### src/rtl/gray_to_rgb_pkg.sv
// ============================================================================
// Module      : gray_to_rgb_pkg
// Description : Shared types and constants for the gray_to_rgb colour mapper.
//               Holds the colour-mode encoding, the pixel full-scale value,
//               the crosshair marker colour, the reset threshold and the
//               frame-shadowed configuration record.
// Revision    : 1.0 - initial release
// ============================================================================
`default_nettype none

package gray_to_rgb_pkg;

    localparam int         PIX_W      = 10;
    localparam logic [9:0] PIX_MAX    = 10'd1023;
    localparam logic [9:0] THR_RESET  = 10'd512;

    // Crosshair overlay colour (pure red)
    localparam logic [9:0] MARK_RED   = 10'd1023;
    localparam logic [9:0] MARK_GREEN = 10'd0;
    localparam logic [9:0] MARK_BLUE  = 10'd0;

    typedef enum logic [1:0] {
        MODE_GRAY   = 2'd0,
        MODE_INVERT = 2'd1,
        MODE_HEAT   = 2'd2,
        MODE_THRESH = 2'd3
    } mode_e;

    // Per-frame configuration, latched only on the (0,0) beat
    typedef struct packed {
        mode_e      mode;
        logic [9:0] thr;
        logic       mark_en;
        logic [9:0] cx;
        logic [9:0] cy;
    } cfg_t;

    localparam cfg_t CFG_RESET = '{
        mode:    MODE_GRAY,
        thr:     THR_RESET,
        mark_en: 1'b0,
        cx:      10'd0,
        cy:      10'd0
    };

endpackage

`default_nettype wire

### src/rtl/gray_to_rgb_cmap.sv
// ============================================================================
// Module      : gray_to_rgb_cmap
// Description : Purely combinational gray -> RGB colour map.
//   g     in   10  unsigned gray level
//   mode  in    2  0 gray, 1 invert, 2 heat, 3 threshold
//   thr   in   10  threshold level for mode 3
//   R/G/B out  10  mapped colour components
// Revision    : 1.0 - initial release
// ============================================================================
`default_nettype none

module gray_to_rgb_cmap
    import gray_to_rgb_pkg::*;
(
    input  logic [9:0] g,
    input  logic [1:0] mode,
    input  logic [9:0] thr,
    output logic [9:0] R,
    output logic [9:0] G,
    output logic [9:0] B
);

    // Heat ramp: the low 9 bits doubled give a 0..1022 ramp within each half,
    // so 1022-heat can never underflow.
    localparam logic [9:0] HEAT_TOP = PIX_MAX - 10'd1;

    logic [9:0] heat;
    logic [9:0] inv;
    logic [9:0] bin;

    always_comb begin
        heat = {g[8:0], 1'b0};
        inv  = PIX_MAX - g;
        bin  = (g >= thr) ? PIX_MAX : 10'd0;
        R    = g;
        G    = g;
        B    = g;
        case (mode_e'(mode))
            MODE_GRAY: begin
                R = g;
                G = g;
                B = g;
            end
            MODE_INVERT: begin
                R = inv;
                G = inv;
                B = inv;
            end
            MODE_HEAT: begin
                if (!g[9]) begin
                    R = 10'd0;
                    G = heat;
                    B = HEAT_TOP - heat;
                end else begin
                    R = heat;
                    G = HEAT_TOP - heat;
                    B = 10'd0;
                end
            end
            MODE_THRESH: begin
                R = bin;
                G = bin;
                B = bin;
            end
        endcase
    end

endmodule

`default_nettype wire

### src/rtl/gray_to_rgb.sv
// ============================================================================
// Module      : gray_to_rgb
// Description : Streaming gray -> RGB converter with per-frame configuration
//               shadowing and an optional crosshair overlay. Two-stage
//               pipeline, fixed 2-cycle latency, no back-pressure.
//   iCLK/iRST          pixel clock / async active-low reset
//   iDVAL, iDATA       gray pixel strobe and value
//   iVS                frame resync (forces the current beat to (0,0))
//   iMODE, iTHR        colour mode and threshold (shadowed per frame)
//   iMARK_EN, iCX, iCY crosshair enable and position (shadowed per frame)
//   oDVAL, oRed/oGreen/oBlue, oSOF   RGB pixel, valid, start-of-frame
// Revision    : 1.0 - initial release
// ============================================================================
`default_nettype none

module gray_to_rgb
    import gray_to_rgb_pkg::*;
#(
    parameter int H_ACTIVE = 640,
    parameter int V_ACTIVE = 480
) (
    input  logic       iCLK,
    input  logic       iRST,
    input  logic       iDVAL,
    input  logic [9:0] iDATA,
    input  logic       iVS,
    input  logic [1:0] iMODE,
    input  logic [9:0] iTHR,
    input  logic       iMARK_EN,
    input  logic [9:0] iCX,
    input  logic [9:0] iCY,
    output logic       oDVAL,
    output logic [9:0] oRed,
    output logic [9:0] oGreen,
    output logic [9:0] oBlue,
    output logic       oSOF
);

    localparam int               COL_W    = (H_ACTIVE > 1) ? $clog2(H_ACTIVE) : 1;
    localparam int               ROW_W    = (V_ACTIVE > 1) ? $clog2(V_ACTIVE) : 1;
    localparam logic [COL_W-1:0] COL_LAST = COL_W'(H_ACTIVE - 1);
    localparam logic [ROW_W-1:0] ROW_LAST = ROW_W'(V_ACTIVE - 1);
    localparam logic [31:0]      H_LIM    = 32'(H_ACTIVE);
    localparam logic [31:0]      V_LIM    = 32'(V_ACTIVE);

    // Position and frame configuration
    logic [COL_W-1:0] col_q, col_d, cur_col;
    logic [ROW_W-1:0] row_q, row_d, cur_row;
    cfg_t             cfg_q, cfg_d, cfg_live, cfg_eff;
    logic             at_origin;
    logic             hit_col, hit_row;

    // Stage 1: gray, mark hit, SOF, plus the config that the colour map needs
    logic       s1_vld_q,  s1_vld_d;
    logic       s1_sof_q,  s1_sof_d;
    logic       s1_hit_q,  s1_hit_d;
    logic [9:0] s1_gray_q, s1_gray_d;
    logic [9:0] s1_thr_q,  s1_thr_d;
    mode_e      s1_mode_q, s1_mode_d;

    // Stage 2: mapped RGB
    logic       dval_q,  dval_d;
    logic       sof_q,   sof_d;
    logic [9:0] red_q,   red_d;
    logic [9:0] green_q, green_d;
    logic [9:0] blue_q,  blue_d;
    logic [9:0] map_r, map_g, map_b;

    always_comb begin
        // iVS relocates the current beat to the frame origin
        cur_col   = iVS ? '0 : col_q;
        cur_row   = iVS ? '0 : row_q;
        at_origin = (cur_col == '0) && (cur_row == '0);

        cfg_live = '{
            mode:    mode_e'(iMODE),
            thr:     iTHR,
            mark_en: iMARK_EN,
            cx:      iCX,
            cy:      iCY
        };

        // The origin beat itself already sees the freshly captured config
        cfg_eff = (iDVAL && at_origin) ? cfg_live : cfg_q;
        cfg_d   = cfg_eff;

        // Out-of-range crosshair coordinates disable that line entirely
        hit_col = cfg_eff.mark_en && (32'(cfg_eff.cx) < H_LIM)
                  && (32'(cur_col) == 32'(cfg_eff.cx));
        hit_row = cfg_eff.mark_en && (32'(cfg_eff.cy) < V_LIM)
                  && (32'(cur_row) == 32'(cfg_eff.cy));

        col_d = col_q;
        row_d = row_q;
        if (iDVAL) begin
            if (cur_col == COL_LAST) begin
                col_d = '0;
                row_d = (cur_row == ROW_LAST) ? '0 : cur_row + 1'b1;
            end else begin
                col_d = cur_col + 1'b1;
                row_d = cur_row;
            end
        end else if (iVS) begin
            col_d = '0;
            row_d = '0;
        end

        s1_vld_d  = iDVAL;
        s1_sof_d  = s1_sof_q;
        s1_hit_d  = s1_hit_q;
        s1_gray_d = s1_gray_q;
        s1_thr_d  = s1_thr_q;
        s1_mode_d = s1_mode_q;
        if (iDVAL) begin
            s1_sof_d  = at_origin;
            s1_hit_d  = hit_col || hit_row;
            s1_gray_d = iDATA;
            s1_thr_d  = cfg_eff.thr;
            s1_mode_d = cfg_eff.mode;
        end
    end

    gray_to_rgb_cmap u_cmap (
        .g    (s1_gray_q),
        .mode (s1_mode_q),
        .thr  (s1_thr_q),
        .R    (map_r),
        .G    (map_g),
        .B    (map_b)
    );

    always_comb begin
        dval_d  = s1_vld_q;
        sof_d   = s1_vld_q && s1_sof_q;
        red_d   = red_q;
        green_d = green_q;
        blue_d  = blue_q;
        if (s1_vld_q) begin
            red_d   = s1_hit_q ? MARK_RED   : map_r;
            green_d = s1_hit_q ? MARK_GREEN : map_g;
            blue_d  = s1_hit_q ? MARK_BLUE  : map_b;
        end
    end

    always_ff @(posedge iCLK or negedge iRST) begin
        if (!iRST) begin
            col_q     <= '0;
            row_q     <= '0;
            cfg_q     <= CFG_RESET;
            s1_vld_q  <= 1'b0;
            s1_sof_q  <= 1'b0;
            s1_hit_q  <= 1'b0;
            s1_gray_q <= '0;
            s1_thr_q  <= '0;
            s1_mode_q <= MODE_GRAY;
            dval_q    <= 1'b0;
            sof_q     <= 1'b0;
            red_q     <= '0;
            green_q   <= '0;
            blue_q    <= '0;
        end else begin
            col_q     <= col_d;
            row_q     <= row_d;
            cfg_q     <= cfg_d;
            s1_vld_q  <= s1_vld_d;
            s1_sof_q  <= s1_sof_d;
            s1_hit_q  <= s1_hit_d;
            s1_gray_q <= s1_gray_d;
            s1_thr_q  <= s1_thr_d;
            s1_mode_q <= s1_mode_d;
            dval_q    <= dval_d;
            sof_q     <= sof_d;
            red_q     <= red_d;
            green_q   <= green_d;
            blue_q    <= blue_d;
        end
    end

    assign oDVAL  = dval_q;
    assign oSOF   = sof_q;
    assign oRed   = red_q;
    assign oGreen = green_q;
    assign oBlue  = blue_q;

endmodule

`default_nettype wire

### config.mk
export PLATFORM = sky130hd
export DESIGN_NAME = gray_to_rgb
export DESIGN_NICKNAME = d
export VERILOG_FILES = /design/src/rtl/gray_to_rgb_pkg.sv /design/src/rtl/gray_to_rgb_cmap.sv /design/src/rtl/gray_to_rgb.sv
export SDC_FILE = /design/constraint.sdc
export NUM_CORES = 1
export LEC_CHECK = 0
export BUFFER_PORTS_ARGS = -buffer_cell sky130_fd_sc_hd__clkbuf_2
export CORE_MARGIN = 2
export CORE_UTILIZATION = 35
export CTS_CLUSTER_DIAMETER = 80
export DETAILED_ROUTE_END_ITERATION = 12
export PLACE_DENSITY = 0.58
export RECOVER_POWER = 25
export SYNTH_ARGS = -nofsm -noshare
export SYNTH_HDL_FRONTEND = slang
export SYNTH_SLANG_ARGS = --single-unit
### constraint.sdc
create_clock -name iCLK -period 8.2 [get_ports iCLK]
set_clock_uncertainty 0.15 [all_clocks]
set_input_delay 1.64 -clock iCLK [delete_from_list [all_inputs] [get_ports iCLK]]
set_output_delay 1.64 -clock iCLK [all_outputs]
set_load 0.01 [all_outputs]
# ---- Yosys cells after proc, flatten, opt, wreduce, memory -nomap -nowiden
# Cells that the tools add are included.
dict set report op_classes {
  magnitude_cmp 3
  add_sub_neg 4
  eq_ne 7
  mux 18
  reduce_logical 11
}
# cell n
set op_table {}
lappend op_table {{$pmux 10 s4} 3}
lappend op_table {{$mux 10} 10}
lappend op_table {{$mux 9} 4}
lappend op_table {{$mux 33} 1}
lappend op_table {{$sub 10x10->10 const A} 2}
lappend op_table {{$add 10x1->10 const B} 1}
lappend op_table {{$eq 10x10->1} 1}
lappend op_table {{$eq 10x10->1 const B} 1}
lappend op_table {{$eq 9x10->1} 1}
lappend op_table {{$ge 10x10->1} 1}
lappend op_table {{$logic_not 10->1} 1}
lappend op_table {{$lt 10x10->1 const B} 1}
lappend op_table {{$lt 10x9->1 const B} 1}
lappend op_table {{$add 9x1->9 const B} 1}
lappend op_table {{$eq 9x9->1 const B} 1}
lappend op_table {{$logic_not 9->1} 1}
lappend op_table {{$logic_and 1x1->1} 7}
lappend op_table {{$eq 2x2->1 const B} 2}
lappend op_table {{$eq 2x1->1 const B} 1}
lappend op_table {{$logic_not 2->1} 1}
lappend op_table {{$logic_or 1x1->1} 1}
dict set report totals {
  word_cells 61
  out_inout_bits 32
  input_bits 47
  ff_bits 109
}

# ---- Logic depth before layout (Yosys ltp)
dict set report logic_depth {
  depth_word 9
  mapped_depth 14
  ltp_nobuf 11
}

# ---- Cells and area by module
# Synthesis repeated with hierarchy kept, for this count alone.
dict set report hier_totals {
  cells_unflattened 669
  area_unflattened_um2 6446.2
}
# module area_per_inst_um2 n_inst cells_per_inst
set modules_own_cells {}
lappend modules_own_cells {gray_to_rgb 5454.0 1 521}
lappend modules_own_cells {gray_to_rgb_cmap 992.2 1 148}

# ---- Worst setup path after synthesis
# Ideal clock, no wire load.
dict set report synth_path {
  path_type {input -> register}
  start {input port iVS}
  end {register s1_hit_q}
  stages 12
  t_arrival_ps 3988
  required_ps 7940
  setup_time_ps 110
  path_buffers 2
  setup_slack_ps 3952
  cell_sequence {clkbuf_1 > nor2b_1 > clkbuf_1 > inv_1 > ha_1 > nand3_1 > nor2_8 > mux2_2 > or4_4 > o211ai_2 > a41oi_1 > o41ai_1}
}
# element line
set synth_lines {}
lappend synth_lines {{start, declared} gray_to_rgb.sv:26} ;# input logic iVS,
lappend synth_lines {{end signal, assigned} gray_to_rgb.sv:167} ;# s1_hit_q <= s1_hit_d;
lappend synth_lines {{end, declared} gray_to_rgb.sv:56} ;# logic s1_hit_q, s1_hit_d;

==> out/qor.yml <==
outcome: "complete, but fails checks"
violations: "max-capacitance violations, max-slew violations"
total_power_mw: 1.56
drive_above_1_share_pct: 13.5
port_buffers: 78
worst_hold_path_type: "reg2reg"
holdWs_ps: 323
nets: 813
synthCells: 687
dp.cells: 948
n_antenna_cell: 0
critPathKind: "in2reg"
critPathMaxFanout: 57
cp-startpoint: "iDVAL"
fin_setup_tns_ps: 0
worstHoldPathCells: 2
drt-wirelength-per-cell_um: 16.4
clk_pin_slew_ps: 70
die_w_um: 137
drtPass1Iterations: 5
power_leakage_nw: 3.25
powerDensity_nw_per_um2: 225
grt_first_pass_wirelength_mm: 25.8
hold_buffers: 0
ant_nets: 0
drcViolationCount: 0
h-tree-depth: 3
hold_end: "cfg_q[32]"
synth-seq-area-share_pct: 43.8
worstReg2RegStart: "col_q[0]"
max_freq_mhz: 164
setup_viol: 0
boundaryPins: 79
cts_tree: "built"
async_flop_share_pct: 100
rsz0062_at_grt: "false"
grt_use_total_pct: 17.7
worst_slew_pin_slew_ps: 2350
syn_nets: 766
initialDrtViolationCount: 409
grt_max_degree: 79
gp_congestion: 0.854
clock_latency_ps: 360
mostFrequentLayoutCell: "nand2_1"
cp-end-kind: "register"
synth-warning-count: 0
cts_setup_buffers: 0
fin_crit_sh_pct: 74.1
fin_area_um2: 6950
r2r_setup_slack_ps: 4710
dieArea_um2: 18700
cts_buffer_depth: 2
drt_wl_total_mm: 15.8
yosysUniqueCellTypes: 66
reg2reg_to: "s1_hit_q"
ys_ff_latch: 108
rows: 48
grt_pass1_vias: 4707
relSlewSlack_pct: -56.4
vdd_drop_max_mv: 0.106
cts_resized: 0
cts_root_buffer: "clkbuf_16"
slew_viol_final: 90
via_count: 4982
cp-start-kind: "input pin"
fp.dieH_um: 137
floorplan.initialDensity_pct: 35.8
dp_hpwl_mm: 11.0
avgViaCountPerCell: 5.17
grt_overflow: 0
reg2reg_depth: 10
synth_edf_count: 0
required_ps: 8300
antenna_found_initial: 0
synth_ff_type: "dfrtp_1"
drv_cap: 2
finalHoldViolations: 0
syn-cell-area_um2: 6170
instances_no_fill: 964
placed_cell_area_um2: 6670
post-route-min-period_ps: 6080
cts-buffers-inserted: 9
area_growth_pct: 12.6
layout_common_cells: "119 x nand2_1, 107 x dfrtp_1, 59 x clkbuf_2"
arrival_ps: 6170
coreArea_um2: 17200
avgSynthCellArea_um2: 8.98
clock-sinks: 108
hold_path.startpoint: "cfg_q[32]"
-- worst max-delay path, cell delays in order --
cell and delay [ps]:
clkbuf_2 70, clkbuf_1 1650, nand3_1 840, nor2_8 690, mux2_2 440, or4_4 480
o211ai_2 80, a41oi_1 150, o41ai_1 100
-- worst max path at each step --
stage                    end  slack (ps)  cells past startpoint
finish              s1_hit_q        2120                      9
global route        s1_hit_q        1660                      8
CTS                 s1_hit_q        3370                     12
detailed placement  s1_hit_q        3010                     12
global placement    s1_hit_q        3090                     12
floorplan           s1_hit_q        3950                     12
-- area by class of cell --
cell class | count | area, µm²
repair buffers | 84 | 408
multi-input cells | 495 | 3110
well taps | 225 | 282
flip-flops and latches | 108 | 2700
clock inverters | 5 | 66.3
fillers | 1754 | 10300
clock buffers | 11 | 243
inverters | 36 | 135
-- registers in the layout (all words and copies together) (netlist names) --
register and cells:
cfg_q 33, col_q 10, dval_d 1, oBlue 9
oDVAL 1, oGreen 10, oRed 10, oSOF 1
row_q 9, s1_gray_q 10, s1_hit_q 1, s1_mode_q 2
s1_sof_q 1, s1_thr_q 10
-- per-layer routing --
metal	share of wire [%]	global-route usage, %	routed length [µm]
met5	0	0	0
met4	1.3	5.21	206
met3	3.7	2.26	580
met2	45	27.3	7180
met1	50	26.0	7840
-- report_power, final --
group | switching (mW) | internal (mW)
clock network | 0.212 | 0.250
logic | 0.222 | 0.172
registers | 0.0830 | 0.626
total | 0.517 | 1.05
-- metrics by stage --
stage / utilization [%] / setup WS, ps
3_3_place_gp: 38.7 / 3090
6_report: 40.3 / 2120
2_1_floorplan: - / 3950
5_1_grt: 40.3 / 1660
4_1_cts: 40.5 / 3370
3_5_place_dp: 38.7 / 3010
-- cells in the mapped netlist (all sizes together) (2+ instances only) --
cell | number | share of area, %
nand3 | 11 | 0.89
dfrtp | 107 | 43
a31oi | 15 | 1.5
o22a | 2 | 0.28
and3 | 3 | 0.30
nand4 | 7 | 0.71
o22ai | 13 | 1.3
nor3 | 20 | 1.7
mux2 | 6 | 1.1
buf | 25 | 2.2
a41oi | 2 | 0.41
a221o | 18 | 2.9
ha | 32 | 6.5
nor3b | 3 | 0.45
or3b | 2 | 0.28
a21oi | 35 | 2.8
a21o | 22 | 2.7
xor2 | 8 | 1.1
o211ai | 5 | 0.69
nor4 | 4 | 0.95
and2 | 2 | 0.20
or3 | 4 | 0.49
inv | 35 | 2.1
nand2 | 119 | 7.2
o31ai | 3 | 0.37
or4 | 2 | 0.30
o21ai | 43 | 3.5
nand4b | 2 | 0.28
nor2b | 11 | 1.1
nand2b | 5 | 0.51
o221ai | 2 | 0.28
nor2 | 53 | 3.5
clkbuf | 23 | 1.4
xnor2 | 19 | 2.7
mux2i | 5 | 0.81
nand3b | 2 | 0.24
-- kinds of logic (layout without fill, tap and decap cells) --
kind of cell / Yosys count / count (layout) / synth area share [%]
simple gates: 252 / 252 / 19.4
compound gates: 173 / 173 / 18.7
flops: 108 / 108 / 43.8
buf+inv: 84 / 136 / 5.82
fa+ha+maj: 32 / 32 / 6.49
xor+xnor: 27 / 27 / 3.83
mux: 11 / 11 / 1.91
(Power assumes the default switching activity.)
